[src/rtl/alu_mux_rr_arbiter_if.sv]
// Handshake bundle between the requester front-ends and the round-robin arbiter
// that steers the 8:1 ALU operand/result mux.
interface alu_mux_rr_arbiter_if;
  logic [7:0] req;
  logic       done;
  logic [7:0] grant;
  logic [2:0] sel;
  logic       busy;
  logic       timeout;

  modport master (
    input  req,
    input  done,
    output grant,
    output sel,
    output busy,
    output timeout
  );

  modport slave (
    output req,
    output done,
    input  grant,
    input  sel,
    input  busy,
    input  timeout
  );
endinterface

[src/rtl/alu_mux_rr_arbiter.sv]
// Round-robin arbiter for an 8:1 shared ALU datapath; grant held until done or withdrawal.
// Optional forced release after TIMEOUT cycles when ARB_TIMEOUT_EN is defined.
module alu_mux_rr_arbiter #(
  parameter int unsigned NREQ    = 8,
  parameter int unsigned TIMEOUT = 16
) (
  input logic                 clk,
  input logic                 reset,
  alu_mux_rr_arbiter_if.master bus
);

  if (NREQ != 8) begin : g_bad_nreq
    $error("alu_mux_rr_arbiter: NREQ must be 8");
  end
  if (TIMEOUT < 2 || TIMEOUT > 255) begin : g_bad_timeout
    $error("alu_mux_rr_arbiter: TIMEOUT must be in 2..255");
  end

  typedef enum logic [0:0] {StIdle, StGrant} state_e;

  state_e     state_q, state_d;
  logic [7:0] grant_q, grant_d;
  logic [2:0] sel_q, sel_d;
  logic [2:0] ptr_q, ptr_d;
  logic [2:0] win, idx;
  logic       found;

`ifdef ARB_TIMEOUT_EN
  logic [7:0] cnt_q, cnt_d;
  logic       timeout_q, timeout_d;
`endif

  // Rotating priority search starting at ptr.
  always_comb begin
    win   = ptr_q;
    idx   = ptr_q;
    found = 1'b0;
    for (int k = 0; k < 8; k++) begin
      idx = ptr_q + 3'(k);
      if (!found && bus.req[idx]) begin
        found = 1'b1;
        win   = idx;
      end
    end
  end

  always_comb begin
    state_d = state_q;
    grant_d = grant_q;
    sel_d   = sel_q;
    ptr_d   = ptr_q;
`ifdef ARB_TIMEOUT_EN
    cnt_d     = cnt_q;
    timeout_d = 1'b0;
`endif
    unique case (state_q)
      StIdle: begin
        if (found) begin
          state_d = StGrant;
          grant_d = 8'b1 << win;
          sel_d   = win;
          ptr_d   = win + 3'd1;
`ifdef ARB_TIMEOUT_EN
          cnt_d   = 8'd0;
`endif
        end
      end
      StGrant: begin
        if (bus.done || !bus.req[sel_q]) begin
          state_d = StIdle;
          grant_d = 8'h00;
`ifdef ARB_TIMEOUT_EN
        end else if (cnt_q == 8'(TIMEOUT - 1)) begin
          state_d   = StIdle;
          grant_d   = 8'h00;
          timeout_d = 1'b1;
        end else begin
          cnt_d = cnt_q + 8'd1;
`endif
        end
      end
      default: begin
        state_d = StIdle;
        grant_d = 8'h00;
      end
    endcase
  end

  always_ff @(posedge clk) begin
    if (reset) begin
      state_q <= StIdle;
      grant_q <= 8'h00;
      sel_q   <= 3'd0;
      ptr_q   <= 3'd0;
`ifdef ARB_TIMEOUT_EN
      cnt_q     <= 8'd0;
      timeout_q <= 1'b0;
`endif
    end else begin
      state_q <= state_d;
      grant_q <= grant_d;
      sel_q   <= sel_d;
      ptr_q   <= ptr_d;
`ifdef ARB_TIMEOUT_EN
      cnt_q     <= cnt_d;
      timeout_q <= timeout_d;
`endif
    end
  end

  assign bus.grant = grant_q;
  assign bus.sel   = sel_q;
  assign bus.busy  = (state_q == StGrant);
`ifdef ARB_TIMEOUT_EN
  assign bus.timeout = timeout_q;
`else
  assign bus.timeout = 1'b0;
`endif

endmodule

[src/flat_wrapper.sv]
// flat-port wrapper written by rule: the top's interface ports become plain ports
module alu_mux_rr_arbiter_flat 
#(
  parameter int unsigned NREQ    = 8,
  parameter int unsigned TIMEOUT = 16
)
  (clk, reset, bus_req, bus_done, bus_grant, bus_sel, bus_busy, bus_timeout);
  alu_mux_rr_arbiter_if bus_i ();
  input logic clk;
  input logic reset;
  input wire logic [$bits(bus_i.req)-1:0] bus_req;
  input wire logic [$bits(bus_i.done)-1:0] bus_done;
  output wire logic [$bits(bus_i.grant)-1:0] bus_grant;
  output wire logic [$bits(bus_i.sel)-1:0] bus_sel;
  output wire logic [$bits(bus_i.busy)-1:0] bus_busy;
  output wire logic [$bits(bus_i.timeout)-1:0] bus_timeout;
  assign bus_i.req = bus_req;
  assign bus_i.done = bus_done;
  assign bus_grant = bus_i.grant;
  assign bus_sel = bus_i.sel;
  assign bus_busy = bus_i.busy;
  assign bus_timeout = bus_i.timeout;
  alu_mux_rr_arbiter #(.NREQ(NREQ), .TIMEOUT(TIMEOUT)) u_core (.clk(clk), .reset(reset), .bus(bus_i));
endmodule
[config.mk]
export PLATFORM = sky130hd
export DESIGN_NAME = alu_mux_rr_arbiter_flat
export DESIGN_NICKNAME = d
export VERILOG_FILES = /design/src/rtl/alu_mux_rr_arbiter_if.sv /design/src/rtl/alu_mux_rr_arbiter.sv /design/src/flat_wrapper.sv
export SDC_FILE = /design/constraint.sdc
export NUM_CORES = 1
export LEC_CHECK = 0
export CORE_ASPECT_RATIO = 0.7
export CORE_MARGIN = 3
export CORE_UTILIZATION = 45
export CTS_CLUSTER_DIAMETER = 50
export DETAILED_ROUTE_END_ITERATION = 8
export PLACE_DENSITY_LB_ADDON = 0.1
export SLEW_MARGIN = 20
export SYNTH_ARGS = -nofsm -noshare
export SYNTH_HDL_FRONTEND = slang
export SYNTH_SLANG_ARGS = --single-unit
[constraint.sdc]
create_clock -name clk -period 4.45 [get_ports clk]
set_input_delay 0.89 -clock clk [delete_from_list [all_inputs] [get_ports clk]]
set_output_delay 0.89 -clock clk [all_outputs]
set_load 0.02 [all_outputs]
==> metrics.txt, run 1 <==
total nets after synthesis=~190; first-pass GRT wire length=between 6000 and 7000 um; GRT met1 Usage=between 20 and 30%; Nets=around 210; via count=1,506; largest net degree at the start of global routing=18; hold_ws=between 0.4 and 0.5 ns; share of post-route cells with drive strength above 1=23.40%; core area=~3600 um^2; Worst Path Required=about 4.6 ns; part of the Yosys area used for sequential elements=17.42%; max-slew violation count=0; worst slew pin tran=around 0.73 ns; Startpoint Class=primary input; status=complete, no violations; initial antenna violation count=0; die area=4622 um^2; synth unique cells=between 50 and 60; HP Start=u_core.bus.grant[5]; die width=79.99 um; GR Util All Layers=between 10% and 20%; # setup viols final=0; worst skew pair latency=between 0.2 and 0.3 ns; final WL=4134 um; clock sink count=15; period utilization=approximately nine tenths; RSZ-0062 raised after global routing=no; Post-Syn Instances=between 150 and 200; Max Cap Viol=0; Most Crowded Layer GR=met1; vias in the first global route=around 1,400; Bufs on Longest Clock Path=2; antenna-violating nets left=0; total I/O pin count=24; Hold Vio Cnt, Final=0; HP Class=flip-flop to flip-flop; WS Path Type=primary input to flip-flop; CTS tree=built; clk slew on worst S/H paths=about 0.060 ns; Reg-to-Reg End=u_core.bus.grant[7]; sequential cell area=about 300 um^2; router iterations before antenna repair=5; most common flop cell mapped by yosys=dfxtp_1; postcts setup bufs=0; GPL Wtd Cong=0.8916; EDFF count, synth=0; gr ovfl total=0; commonest non-fill, non-tap cells in the layout=clkdlybuf4s50_1, mux4_2, dfxtp_1; setup TNS=0 ns; Layout Skew=approximately 0.0015 ns; DR WL/cell=17.37 um; Seq cells post-synth=15; maximum VDD drop=between 0.3 and 0.4 mV; Register-to-Register Path Depth=13; H-tree levels=1; Via density=6.328; initial DRC count=133; post-DP HPWL=between 3000 and 4000 um; pwr/cell area=between 700 and 800 nW/um^2; Post-CTS Hold Fix Bufs=0; # diodes=0; met2 Usage GRT=between 20% and 30%; Worst EP arrival=between 4 and 5 ns; max_slew headroom=between 50% and 60%; fillcell total=322; YS warnings=0; Root Buffer Master=clkbuf_8; Crit Reg-Reg Startpoint=u_core.ptr_q[0]; kind of end point of the critical path=flip-flop; syn_area_per_cell=~10 um^2; critical path fanouts, max=10; Lkg Pwr=between 0.7 and 0.8 nW; Area Growth Syn to Fin=16.40%; # port buffers=22; die height=about 58 um; PostCTS Resize Cnt=0; grt met3 use=3.727%; CTS Buf Count=3; minimum setup slack among reg-to-reg paths=approximately 0.51 ns; max frequency=between 0.2 and 0.25 GHz; DRC viols=0; FFs w/ async S/R, synth=0%; post-layout min period=a little over 4 ns; DP Worst Slack=~0.20 ns; mapped cell area=1724 um^2; setup ws final=0.4235 ns; Multi-input gate area=~1300 um^2; Hold Crit Depth=1; cell row count=18; Min-Delay Endpoint=u_core.bus.grant[5]; leading cell type in the layout, fill and taps excluded=clkdlybuf4s50_1; Initial Util=between 40% and 50%
-- per-layer routing --
layer,share of wire [%],routed length (um)
met1,50,2073
met2,42,1755
met3,7.1,295
met4,0.24,10
met5,0,0
-- sequential cells by signal (all words and copies together) (netlist names) --
| signal | flops |
|---|---|
| u_core.bus.busy | 1 |
| u_core.bus.grant | 8 |
| u_core.bus.sel | 3 |
| u_core.ptr_q | 3 |
-- worst max-delay path, cell delays in order --
cell and delay, ns:
clkdlybuf4s50_1 0.57, mux4_2 0.54, mux2_2 0.31, o2bb2a_4 0.24
or2_4 0.28, a211o_1 0.27, a21oi_1 0.23, a31oi_1 0.11
ha_1 0.23, ha_1 0.21, a22oi_1 0.20, nor2_1 0.07
-- metrics by stage --
stage / power [W] / cell area, um^2 / util, % / instances
after floorplan: 0.001200 / 1724 / - / 168
after global placement: 0.001457 / 1962 / 54.44 / 234
after detailed placement: 0.001467 / 1962 / 54.44 / 234
after CTS: 0.001583 / 2007 / 55.69 / 238
after global routing: 0.001722 / 2007 / 55.69 / 238
final: 0.001589 / 2007 / 55.69 / 238
-- final cells by class --
| type | count | share of cell area, % |
|---|---|---|
| Tap cell | 50 | 3.117 |
| Clock buffer | 4 | 2.244 |
| Inverter | 7 | 1.309 |
| Timing Repair Buffer | 27 | 12.84 |
| Sequential cell | 15 | 14.96 |
| Multi-Input combinational cell | 135 | 65.52 |
-- how the worst max path moves through the flow --
stage | startpoint | endpoint | slack, ns | depth (start not counted)
5_1_grt | u_core.ptr_q[0] | u_core.bus.grant[7] | 0.23 | 13
6_report | bus_req[0] | u_core.bus.grant[7] | 0.42 | 12
2_1_floorplan | u_core.ptr_q[1] | u_core.ptr_q[2] | 0.69 | 17
4_1_cts | bus_req[0] | u_core.bus.grant[7] | 0.46 | 12
3_3_place_gp | bus_req[0] | u_core.ptr_q[2] | 0.35 | 12
3_5_place_dp | bus_req[0] | u_core.bus.grant[7] | 0.20 | 12
-- cells in the mapped netlist (2+ instances only) --
cell	instances	area share [%]
nor2_1	10	2.2
buf_4	2	0.87
mux2i_1	8	4.6
xnor2_1	4	2.0
nand2_1	10	2.2
mux4_2	16	21
ha_1	7	5.1
inv_1	6	1.3
a211o_1	2	1.0
buf_2	3	0.87
nand2b_1	2	0.73
clkbuf_1	2	0.44
a211oi_1	3	1.3
a22oi_1	4	1.7
a21oi_1	10	2.9
buf_6	4	2.6
nand4_1	2	0.73
o22ai_1	3	1.1
a31oi_1	4	1.5
dfxtp_1	15	17
o21ai_0	2	0.58
nand3b_1	4	1.7
nor3_1	3	0.87
a32o_1	7	4.1
mux2_2	6	3.9
-- power by group --
part / leakage [nW] / internal (W) / total, W / switching (W)
registers: 0.123 / 0.000174 / 0.000209 / 0.0000353
logic: 0.569 / 0.000584 / 0.00127 / 0.000684
clock network: 0.0228 / 0.0000634 / 0.000112 / 0.0000485
-- cell families (layout without fill, tap and decap cells) --
family	Yosys count	in the layout	share of synthesized area (%)
compound gates	48	48	22.35
xor+xnor	5	5	2.540
fa+ha+maj	7	7	5.080
buf+inv	18	38	6.313
flops	15	15	17.42
mux	32	32	31.13
other cells	1	1	0.2175
simple gates	42	42	14.95
(Power assumes the default switching activity.)
==> run 2, diff against run 1 <==
SKIP_LAST_GASP = 1   (was not set)
==> results of run 2 <==
Same layout as run 1: the final DEF is identical, and so are final timing and power.
==> run 3, diff against run 2 <==
clock period = 5 ns   (was 4.45 ns; I/O delays follow)
==> run 3 against run 2 <==
Compared with the run above:
- sequential power down 11%
- first-iteration DRC count down 25%
- clock skew up 0.0013 ns
- count of clock-buffer cells in the layout down 1
- via count down 1.7%
- register-to-register slack better by 0.36 ns
- final cell count down 1.3%
- global-route usage up 0.85 points
- worst setup slack better by 0.41 ns
- routed wire length up 2.2%
- die area unchanged
- highest routed layer unchanged
==> metrics.txt, run 3 (synthesis results as in run 1) <==
RSZ-0062 raised after global routing=no (unchanged); NetSw=0.0006842 W (was 0.0007674 W); max-slew violation count=0 (unchanged); Critical path origin=bus_req[0] (unchanged); Root Buffer Master=clkbuf_8 (unchanged); # diodes=0 (unchanged); sequential share of power=13.5% (was 13.2%); Most common cell on crit path=ha_1 (unchanged); CTS tree=built (unchanged); total I/O pin count=24 (unchanged); # port buffers=22 (unchanged); Crit path buffers/inverters=1 (unchanged); initial antenna violation count=0 (unchanged); Area Growth Syn to Fin=15.17% (was 16.40%); Initial Util=47.85% (unchanged); P_int=0.0007028 W (was 0.0008215 W); initial DRC count=100 (was 133); max frequency=between 0.2 and 0.25 GHz; die width=79.99 um (unchanged); maximum VDD drop=0.3104 mV (was 0.3593 mV); Worst Path Required=5.13 ns (was 4.57 ns); CTS Buf Count=3 (unchanged); Hold Vio Cnt, Final=0 (unchanged); cell row count=18 (unchanged); DP Worst Slack=0.6037 ns (was 0.1999 ns); max FFs per register=8 (unchanged); worst skew pair latency=0.25 ns (about the same); HP Class=flip-flop to flip-flop (unchanged); max incr delay on CP=0.58 ns (was 0.57 ns); Critical-path top delay cell=clkdlybuf4s50_1 (unchanged); antenna-violating nets left=0 (unchanged); kind of end point of the critical path=flip-flop (unchanged); critical path fanouts, max=10 (unchanged); pwr/cell area=698.5 nW/um^2 (was 791.7 nW/um^2); max_slew headroom=50.21% (was 50.96%); share of post-route cells with drive strength above 1=22.70% (was 23.40%); commonest non-fill, non-tap cells in the layout=clkdlybuf4s50_1, mux4_2, dfxtp_1 (unchanged); setup TNS=0 ns (unchanged); period utilization=between 80 and 90%; Via density=6.302 (was 6.328); Core Util, Final=55.10% (was 55.69%); post-DP HPWL=3263 um (was 3191 um); status=complete, no violations (unchanged); die area=4622 um^2 (unchanged); fillcell total=344 (was 322); HP Start=u_core.bus.grant[2] (was u_core.bus.grant[5]); Bufs on Longest Clock Path=2 (unchanged); leading cell type in the layout, fill and taps excluded=clkdlybuf4s50_1 (unchanged); Nets=204 (was 207); Startpoint Class=primary input (unchanged); die height=57.79 um (unchanged); Worst EP arrival=4.30 ns (was 4.15 ns); DR WL/cell=17.98 um (was 17.37 um); Crit Reg-Reg Startpoint=u_core.ptr_q[0] (unchanged); H-tree levels=1 (unchanged); area post-placement=1939 um^2 (was 1962 um^2); Lkg Pwr=0.7028 nW (was 0.7146 nW); vias in the first global route=1,379 (was 1,395); via count=1,481 (was 1,506); GPL Wtd Cong=0.8329 (was 0.8916); setup ws final=0.8294 ns (was 0.4235 ns); clock share of power=7.0% (about the same); delay-heaviest family, CP=compound AO/OA/AOI/OAI gates (unchanged); crit-path cells=clkdlybuf4s50_1 > mux4_2 > mux2_2 > o2bb2a_4 > or2_4 > a211o_1 > a21oi_1 > a31oi_1 > ha_1 > ha_1 > a22oi_1 > nor2_1 (unchanged); PostCTS Resize Cnt=0 (unchanged); final WL=4225 um (was 4134 um); largest net degree at the start of global routing=18 (unchanged); Post-CTS Hold Fix Bufs=0 (unchanged); WS Path Type=primary input to flip-flop (unchanged); postcts setup bufs=0 (unchanged); gr ovfl total=0 (unchanged); Layout Skew=0.002855 ns (was 0.001529 ns); # setup viols final=0 (unchanged); first-pass GRT wire length=7079 um (was 6775 um); Finished Cell Area=1986 um^2 (was 2007 um^2); Max Cap Viol=0 (unchanged); core area=3603 um^2 (unchanged); GR Util All Layers=19.22% (was 18.37%); post-layout min period=roughly 4.2 ns; clock sink count=15 (unchanged); Switching Fraction=49.33% (was 48.30%); worst slew pin tran=0.7469 ns (was 0.7347 ns); DRC viols=0 (unchanged); clk slew on worst S/H paths=0.06 ns (about the same); logic gate share of total power=79.5% (was 79.8%); router iterations before antenna repair=4 (was 5)
## run 3: cell type report
| cell class | count | area [um^2] | area share (%) |
|---|---|---|---|
| multi-input combinational | 135 | 1315 | 66.23 |
| sequential | 15 | 300.3 | 15.12 |
| timing repair buffer | 24 | 235.2 | 11.85 |
| tap | 50 | 62.56 | 3.151 |
| clock buffer | 3 | 41.29 | 2.079 |
| inverter | 7 | 26.28 | 1.323 |
| clock inverter | 1 | 5.005 | 0.2520 |
## run 3: power by group through the flow
stage	registers [W]	clock network (W)	logic [W]
2_1_floorplan	0.000208	0	0.000860
3_3_place_gp	0.000187	0	0.00108
3_5_place_dp	0.000189	0	0.00109
4_1_cts	0.000187	0.0000994	0.00109
5_1_grt	0.000193	0.000107	0.00119
6_report	0.000187	0.0000978	0.00110
## run 3: final timing paths
kind | endpoint | slack [ns] | cells past startpoint
worst max-delay path | u_core.bus.grant[7] | 0.83 | 12
worst min-delay path | u_core.bus.grant[2] | 0.47 | 1
worst max register to register | u_core.bus.grant[7] | 0.87 | 13
worst min register to register | u_core.bus.grant[2] | 0.47 | 1
## run 3: routing by layer
| layer | share of wire [%] | GRT usage (%) |
|---|---|---|
| met5 | 0 | 0 |
| met2 | 43 | 27.12 |
| met1 | 50 | 30.70 |
| met3 | 7.2 | 4.037 |
| met4 | 0.24 | 2.410 |
## run 3: worst reg2reg max path, delay by kind of cell, from the launching register on
kind	cells	cell delay (ns)
and+or+nand+nor	2	0.34
DFF	1	0.34
adders and majority gates	3	1.27
buffers and inverters	1	0.09
AOI/OAI and AO/OA	5	1.09
muxes	2	0.89
## run 3: metrics by stage
stage               instances  power (W)  hold WS, ns
global placement          231   0.001264       0.4512
floorplan                 168   0.001068       0.5865
detailed placement        231   0.001275       0.4577
global route              235   0.001489       0.4905
finish                    235   0.001387       0.4743
CTS                       235   0.001375       0.4793
